===== src/rtl/ws2811_frame_streamer.sv =====
// Pixel RAM to WS2811 bit-stream sequencer: fetch, serialise MSB-first, latch gap.
// Define WS2811_GRB_ORDER_EN to emit G,R,B from R,G,B-ordered RAM.
module ws2811_frame_streamer #(
  parameter int NUM_LEDS   = 50,
  parameter int ADDR_W     = 12,
  parameter int GAP_CYCLES = 2600
) (
  input  logic              clk,
  input  logic              rst,
  input  logic              start,
  input  logic [ADDR_W-1:0] frame_base,
  output logic [ADDR_W-1:0] ram_addr,
  input  logic [7:0]        ram_data,
  output logic              bit_out,
  output logic              bit_valid,
  input  logic              bit_ready,
  output logic              busy,
  output logic              frame_done
);

  localparam logic [1:0] S_IDLE  = 2'd0;
  localparam logic [1:0] S_PRIME = 2'd1;
  localparam logic [1:0] S_SHIFT = 2'd2;
  localparam logic [1:0] S_GAP   = 2'd3;

  localparam int CW = 13;
  localparam logic [CW-1:0] NB = CW'(3 * NUM_LEDS);
  localparam int GW = (GAP_CYCLES > 1) ? $clog2(GAP_CYCLES) : 1;
  localparam logic [GW-1:0] GAP_LAST = GW'(GAP_CYCLES - 1);

  function automatic logic [1:0] byte_off(input logic [1:0] sub);
`ifdef WS2811_GRB_ORDER_EN
    byte_off = (sub == 2'd0) ? 2'd1 : (sub == 2'd1) ? 2'd0 : sub;
`else
    byte_off = sub;
`endif
  endfunction

  logic [1:0]        state;
  logic [7:0]        shift;
  logic [7:0]        hold;
  logic              shift_full;
  logic              hold_full;
  logic [2:0]        bit_cnt;
  logic [CW-1:0]     byte_cnt;
  logic [CW-1:0]     f_cnt;
  logic [ADDR_W-1:0] f_pix;
  logic [1:0]        f_sub;
  logic              rd_s1;
  logic              rd_s2;
  logic [GW-1:0]     gap_cnt;

  logic              xfer;
  logic              last_bit;
  logic              need;
  logic              issue;
  logic [ADDR_W-1:0] fetch_base;
  logic [1:0]        fetch_sub;

  assign bit_valid  = (state == S_SHIFT) && shift_full;
  assign bit_out    = bit_valid & shift[7];
  assign frame_done = (state == S_GAP) && (gap_cnt == GAP_LAST);
  assign busy       = (state != S_IDLE) && !frame_done;
  assign xfer       = bit_valid && bit_ready;
  assign last_bit   = xfer && (bit_cnt == 3'd7);
  assign need       = !shift_full || last_bit;

  always_comb begin
    issue = 1'b0;
    unique case (1'b1)
      state == S_IDLE:  issue = start;
      state == S_PRIME: issue = rd_s2;
      state == S_SHIFT: issue = last_bit && (f_cnt != NB);
      default:          issue = 1'b0;
    endcase
    fetch_base = (state == S_IDLE) ? frame_base : f_pix;
    fetch_sub  = (state == S_IDLE) ? 2'd0 : f_sub;
  end

  // Fetch side: one read per consumed byte keeps at most one byte queued.
  always_ff @(posedge clk) begin
    if (rst) begin
      ram_addr <= '0;
      f_pix    <= '0;
      f_sub    <= '0;
      f_cnt    <= '0;
      rd_s1    <= 1'b0;
      rd_s2    <= 1'b0;
    end else begin
      rd_s1 <= issue;
      rd_s2 <= rd_s1;
      if (issue) begin
        ram_addr <= fetch_base + ADDR_W'(byte_off(fetch_sub));
        f_cnt    <= (state == S_IDLE) ? CW'(1) : f_cnt + CW'(1);
        if (fetch_sub == 2'd2) begin
          f_sub <= 2'd0;
          f_pix <= fetch_base + ADDR_W'(3);
        end else begin
          f_sub <= fetch_sub + 2'd1;
          f_pix <= fetch_base;
        end
      end
    end
  end

  always_ff @(posedge clk) begin
    if (rst) begin
      state      <= S_IDLE;
      shift      <= '0;
      hold       <= '0;
      shift_full <= 1'b0;
      hold_full  <= 1'b0;
      bit_cnt    <= '0;
      byte_cnt   <= '0;
      gap_cnt    <= '0;
    end else begin
      unique case (1'b1)
        state == S_IDLE: begin
          if (start) state <= S_PRIME;
        end
        state == S_PRIME: begin
          if (rd_s2) begin
            shift      <= ram_data;
            shift_full <= 1'b1;
            hold_full  <= 1'b0;
            bit_cnt    <= '0;
            byte_cnt   <= '0;
            state      <= S_SHIFT;
          end
        end
        state == S_SHIFT: begin
          if (xfer) begin
            shift   <= {shift[6:0], 1'b0};
            bit_cnt <= bit_cnt + 3'd1;
          end
          if (last_bit) byte_cnt <= byte_cnt + CW'(1);
          if (last_bit && (byte_cnt == NB - CW'(1))) begin
            shift_full <= 1'b0;
            hold_full  <= 1'b0;
            gap_cnt    <= '0;
            state      <= S_GAP;
          end else if (need) begin
            // Holding byte goes straight in; otherwise take RAM data as it lands.
            if (hold_full) begin
              shift      <= hold;
              shift_full <= 1'b1;
              hold_full  <= rd_s2;
              if (rd_s2) hold <= ram_data;
            end else if (rd_s2) begin
              shift      <= ram_data;
              shift_full <= 1'b1;
            end else begin
              shift_full <= 1'b0;
            end
          end else if (rd_s2) begin
            hold      <= ram_data;
            hold_full <= 1'b1;
          end
        end
        default: begin
          gap_cnt <= gap_cnt + GW'(1);
          if (gap_cnt == GAP_LAST) state <= S_IDLE;
        end
      endcase
    end
  end

endmodule


===== config.mk =====
export PLATFORM = sky130hd
export DESIGN_NAME = ws2811_frame_streamer
export DESIGN_NICKNAME = d
export VERILOG_FILES = /design/src/rtl/ws2811_frame_streamer.sv
export SDC_FILE = /design/constraint.sdc
export NUM_CORES = 1
export LEC_CHECK = 0
export BUFFER_PORTS_ARGS = -buffer_cell sky130_fd_sc_hd__buf_4
export CAP_MARGIN = 20
export CORE_MARGIN = 2
export CORE_UTILIZATION = 54
export DETAILED_ROUTE_END_ITERATION = 8
export GPL_TIMING_DRIVEN = 0
export PLACE_DENSITY = 0.8
export SYNTH_ARGS = -nofsm -noshare
export SYNTH_HDL_FRONTEND = slang
export SYNTH_SLANG_ARGS = --single-unit

===== constraint.sdc =====
create_clock -name clk -period 2.8 [get_ports clk]
set_input_delay 0.56 -clock clk [delete_from_list [all_inputs] [get_ports clk]]
set_output_delay 0.56 -clock clk [all_outputs]
set_load 0.01 [all_outputs]

==> out/metrics.yaml <==
run_status:
  outcome: "complete, no violations"
worst_hold_path:
  hold_class: "in2reg"
  min_path_cells: 3
yosys:
  yosys.area_share.adder: 0.0353
  yosys.area_share.simple: 0.260
  synth_ff_type: "dfxtp_1"
  synth_warnings: 0
  synth_compound_area_frac: 0.168
  yosysTopAreaCell: "dfxtp_1"
  yosysMostFrequentCell: "dfxtp_1"
  synthTopCellsByCount: "dfxtp_1 (89), nor2_1 (70), nand2_1 (63)"
  async_flop_share: 0
  synth.avg_cell_area_um2: 8.27
  synth_xor_area_frac: 0.0706
  yosysSeqAreaShare: 0.359
  synth_area_leaders: "dfxtp_1 (36%), mux2i_1 (6.5%), nor2_1 (5.3%)"
  synth_area_um2: 4960
  synth.area.mux_share: 0.0646
  synth_cells: 600
  syn_nets: 638
  synth_top_cell_area_share: 0.359
  synth_top_family_by_area: "simple AND/OR/NAND/NOR gates"
  synth_edf_count: 0
  synth_cell_types: 62
  ys_ff_latch: 89
global_routing:
  grt_pass1_vias: 4616
  overflow: 0
  grt_max_degree: 18
  grt_usage: 0.266
  antenna_found_initial: 0
  grt_pass1_wl_mm: 21.4
clocking:
  cts.path.max_buffers: 2
  tritoncts: "built"
  worst_skew_pair.late_latency_ns: 0.39
  clk_pin_slew_worst_paths_ns: 0.10
  htreeDepth: 3
  cts_buffers: 9
  cts.sinks: 89
  ctsHoldBuffers: 0
  clock-root-buffer: "clkbuf_8"
critical_path:
  r2r-start: "state[1]"
  cp-start-kind: "flop"
  cp_max_fo: 10
  ff2ff_path_depth: 14
  worstSetupPathType: "reg2reg"
  reg2reg_slack_ns: 0.12
  crit_path_end_kind: "flop"
  r2r-end: "ram_addr[10]"
  cp.required_ns: 3.07
  cp.arrival_ns: 2.95
  startpoint: "state[1]"
  crit_path_end: "ram_addr[10]"
placement:
  gp_congestion: 0.935
  port_buffers: 39
  dp_hpwl_mm: 9.12
  place_area_um2: 5390
die:
  dieArea_um2: 9970
  coreArea_um2: 8810
  fp.dieW_um: 99.8
  io_pins: 40
  rows: 34
  die_h_um: 99.8
  start_util: 0.563
finish:
  area_growth_pct: 15.1
  num_antenna_cells: 0
  fin_nets: 693
  finish.instance_area_um2: 5710
  drive_gt1_frac: 0.156
  num-fill-cells: 745
power_and_ir_drop:
  powerDensity_nw_per_um2: 774
  peakVddDrop_uv: 488
  p_total_mw: 4.42
  p_leak_nw: 2.21
job:
  cap_viol_max_count: 0
sta:
  drv_slew: 0
  hold_viol: 0
  finalSetupViolCount: 0
  fmaxAchievable_mhz: 373
  finalClockSkew_ns: 0.0111
  setup_tns_ns: 0
  tightestPinTransition_ns: 0.781
  maxSlewHeadroom: 0.465
  fin_crit_sh: 0.959
  min_period_ns: 2.68
route:
  drt_iter0_drc: 384
  post_drt_wl_per_cell_um: 17.0
  routed_wl_mm: 13.1
  routed_via_density: 6.27
  postRouteAntennaNets: 0
  drc: 0
  dr_total_vias: 4817
  first_pass_iters: 5
state kept, by name (all words and copies together) (netlist names):
name and cells:
byte_cnt 13, gap_cnt 12, rd_s1 1, hold_full 1, shift 8, f_cnt 13, state 2, f_sub 2
hold 8, shift_full 1, rd_s2 1, f_pix 12, bit_cnt 3, ram_addr 12
where the power goes:
part | total (mW) | switching [mW] | internal (mW)
Sequential | 1.63 | 0.168 | 1.46
Combinational | 1.91 | 1.17 | 0.746
Clock | 0.878 | 0.538 | 0.340
Total | 4.42 | 1.87 | 2.55
worst min-delay path by stage:
| stage | slack (ns) | from | endpoint |
|---|---|---|---|
| after floorplan | 0.41 | rd_s1 | rd_s2 |
| after global placement | 0.42 | rd_s1 | rd_s2 |
| final | 0.42 | ram_data[7] | hold[7] |
| after CTS | 0.42 | ram_data[7] | hold[7] |
| after detailed placement | 0.43 | rd_s1 | rd_s2 |
| after global routing | 0.46 | ram_data[3] | hold[3] |
cells in the final DEF (no fill, tap or decap), types with 7 or more instances in the layout:
cell and n:
dfxtp_1 88, nor2_1 70, nand2_1 63, buf_4 43
a21oi_1 40, nand3_1 35, mux2i_1 32, o21ai_0 25
xnor2_1 22, xor2_1 18, inv_1 16, clkbuf_1 14
buf_2 12, nand4_1 12, ha_1 11, and3_1 10
a211oi_1 10, clkbuf_8 9, o31ai_1 8, nor3_1 8
or4_1 7, o221ai_1 7
stage by stage:
stage          utilization  std cells  worst slack, ns  hold slack, ns
2_1_floorplan            -        600           0.0974           0.414
3_3_place_gp         0.613        747           -0.626           0.419
3_5_place_dp         0.613        747           -0.728           0.430
4_1_cts              0.641        764          0.00150           0.420
5_1_grt              0.648        768          -0.0288           0.458
6_report             0.648        768            0.116           0.420
cell type report:
| type | count | area, um^2 | share of cell area |
|---|---|---|---|
| clock buffer | 9 | 124 | 0.0217 |
| buffer | 33 | 179 | 0.0313 |
| inverter | 16 | 60.1 | 0.0105 |
| tap | 108 | 135 | 0.0237 |
| timing repair buffer | 44 | 335 | 0.0587 |
| sequential | 89 | 1780 | 0.312 |
| clock inverter | 7 | 61.3 | 0.0107 |
| multi-input combinational | 462 | 3030 | 0.531 |
repair_timing:
action / CTS / global route
endpoints found under the setup margin: 21 / 46
buffers inserted: 1 / 3
gates resized for setup: 16 / 10
pin swaps: 1 / 3
worst max-delay path, cell delays in order, from the launching register on:
cell	delay, ns
dfxtp_1	0.35
inv_1	0.09
ha_2	0.23
buf_6	0.17
buf_6	0.16
buf_6	0.18
buf_6	0.17
nand2_1	0.07
o21ai_0	0.10
ha_2	0.26
nand4b_1	0.10
o211ai_1	0.22
nand3_1	0.16
xnor2_1	0.18
o21ai_0	0.10
metal layers:
layer | wire (um) | GRT usage | share of wire | vias up
li1 | - | - | - | 2276
met1 | 5550 | 0.345 | 0.42 | 2300
met2 | 6340 | 0.441 | 0.49 | 208
met3 | 904 | 0.0522 | 0.069 | 33
met4 | 271 | 0.0969 | 0.021 | 0
met5 | 0 | 0 | 0 | -
cells by family after synthesis:
kind of cell,count (synthesis)
muxes,32
xor gates and xnor gates,40
DFF,89
adders and majority gates,14
AOI/OAI and AO/OA,123
buffers and inverters,49
and+or+nand+nor,253
(Power assumes the default switching activity.)
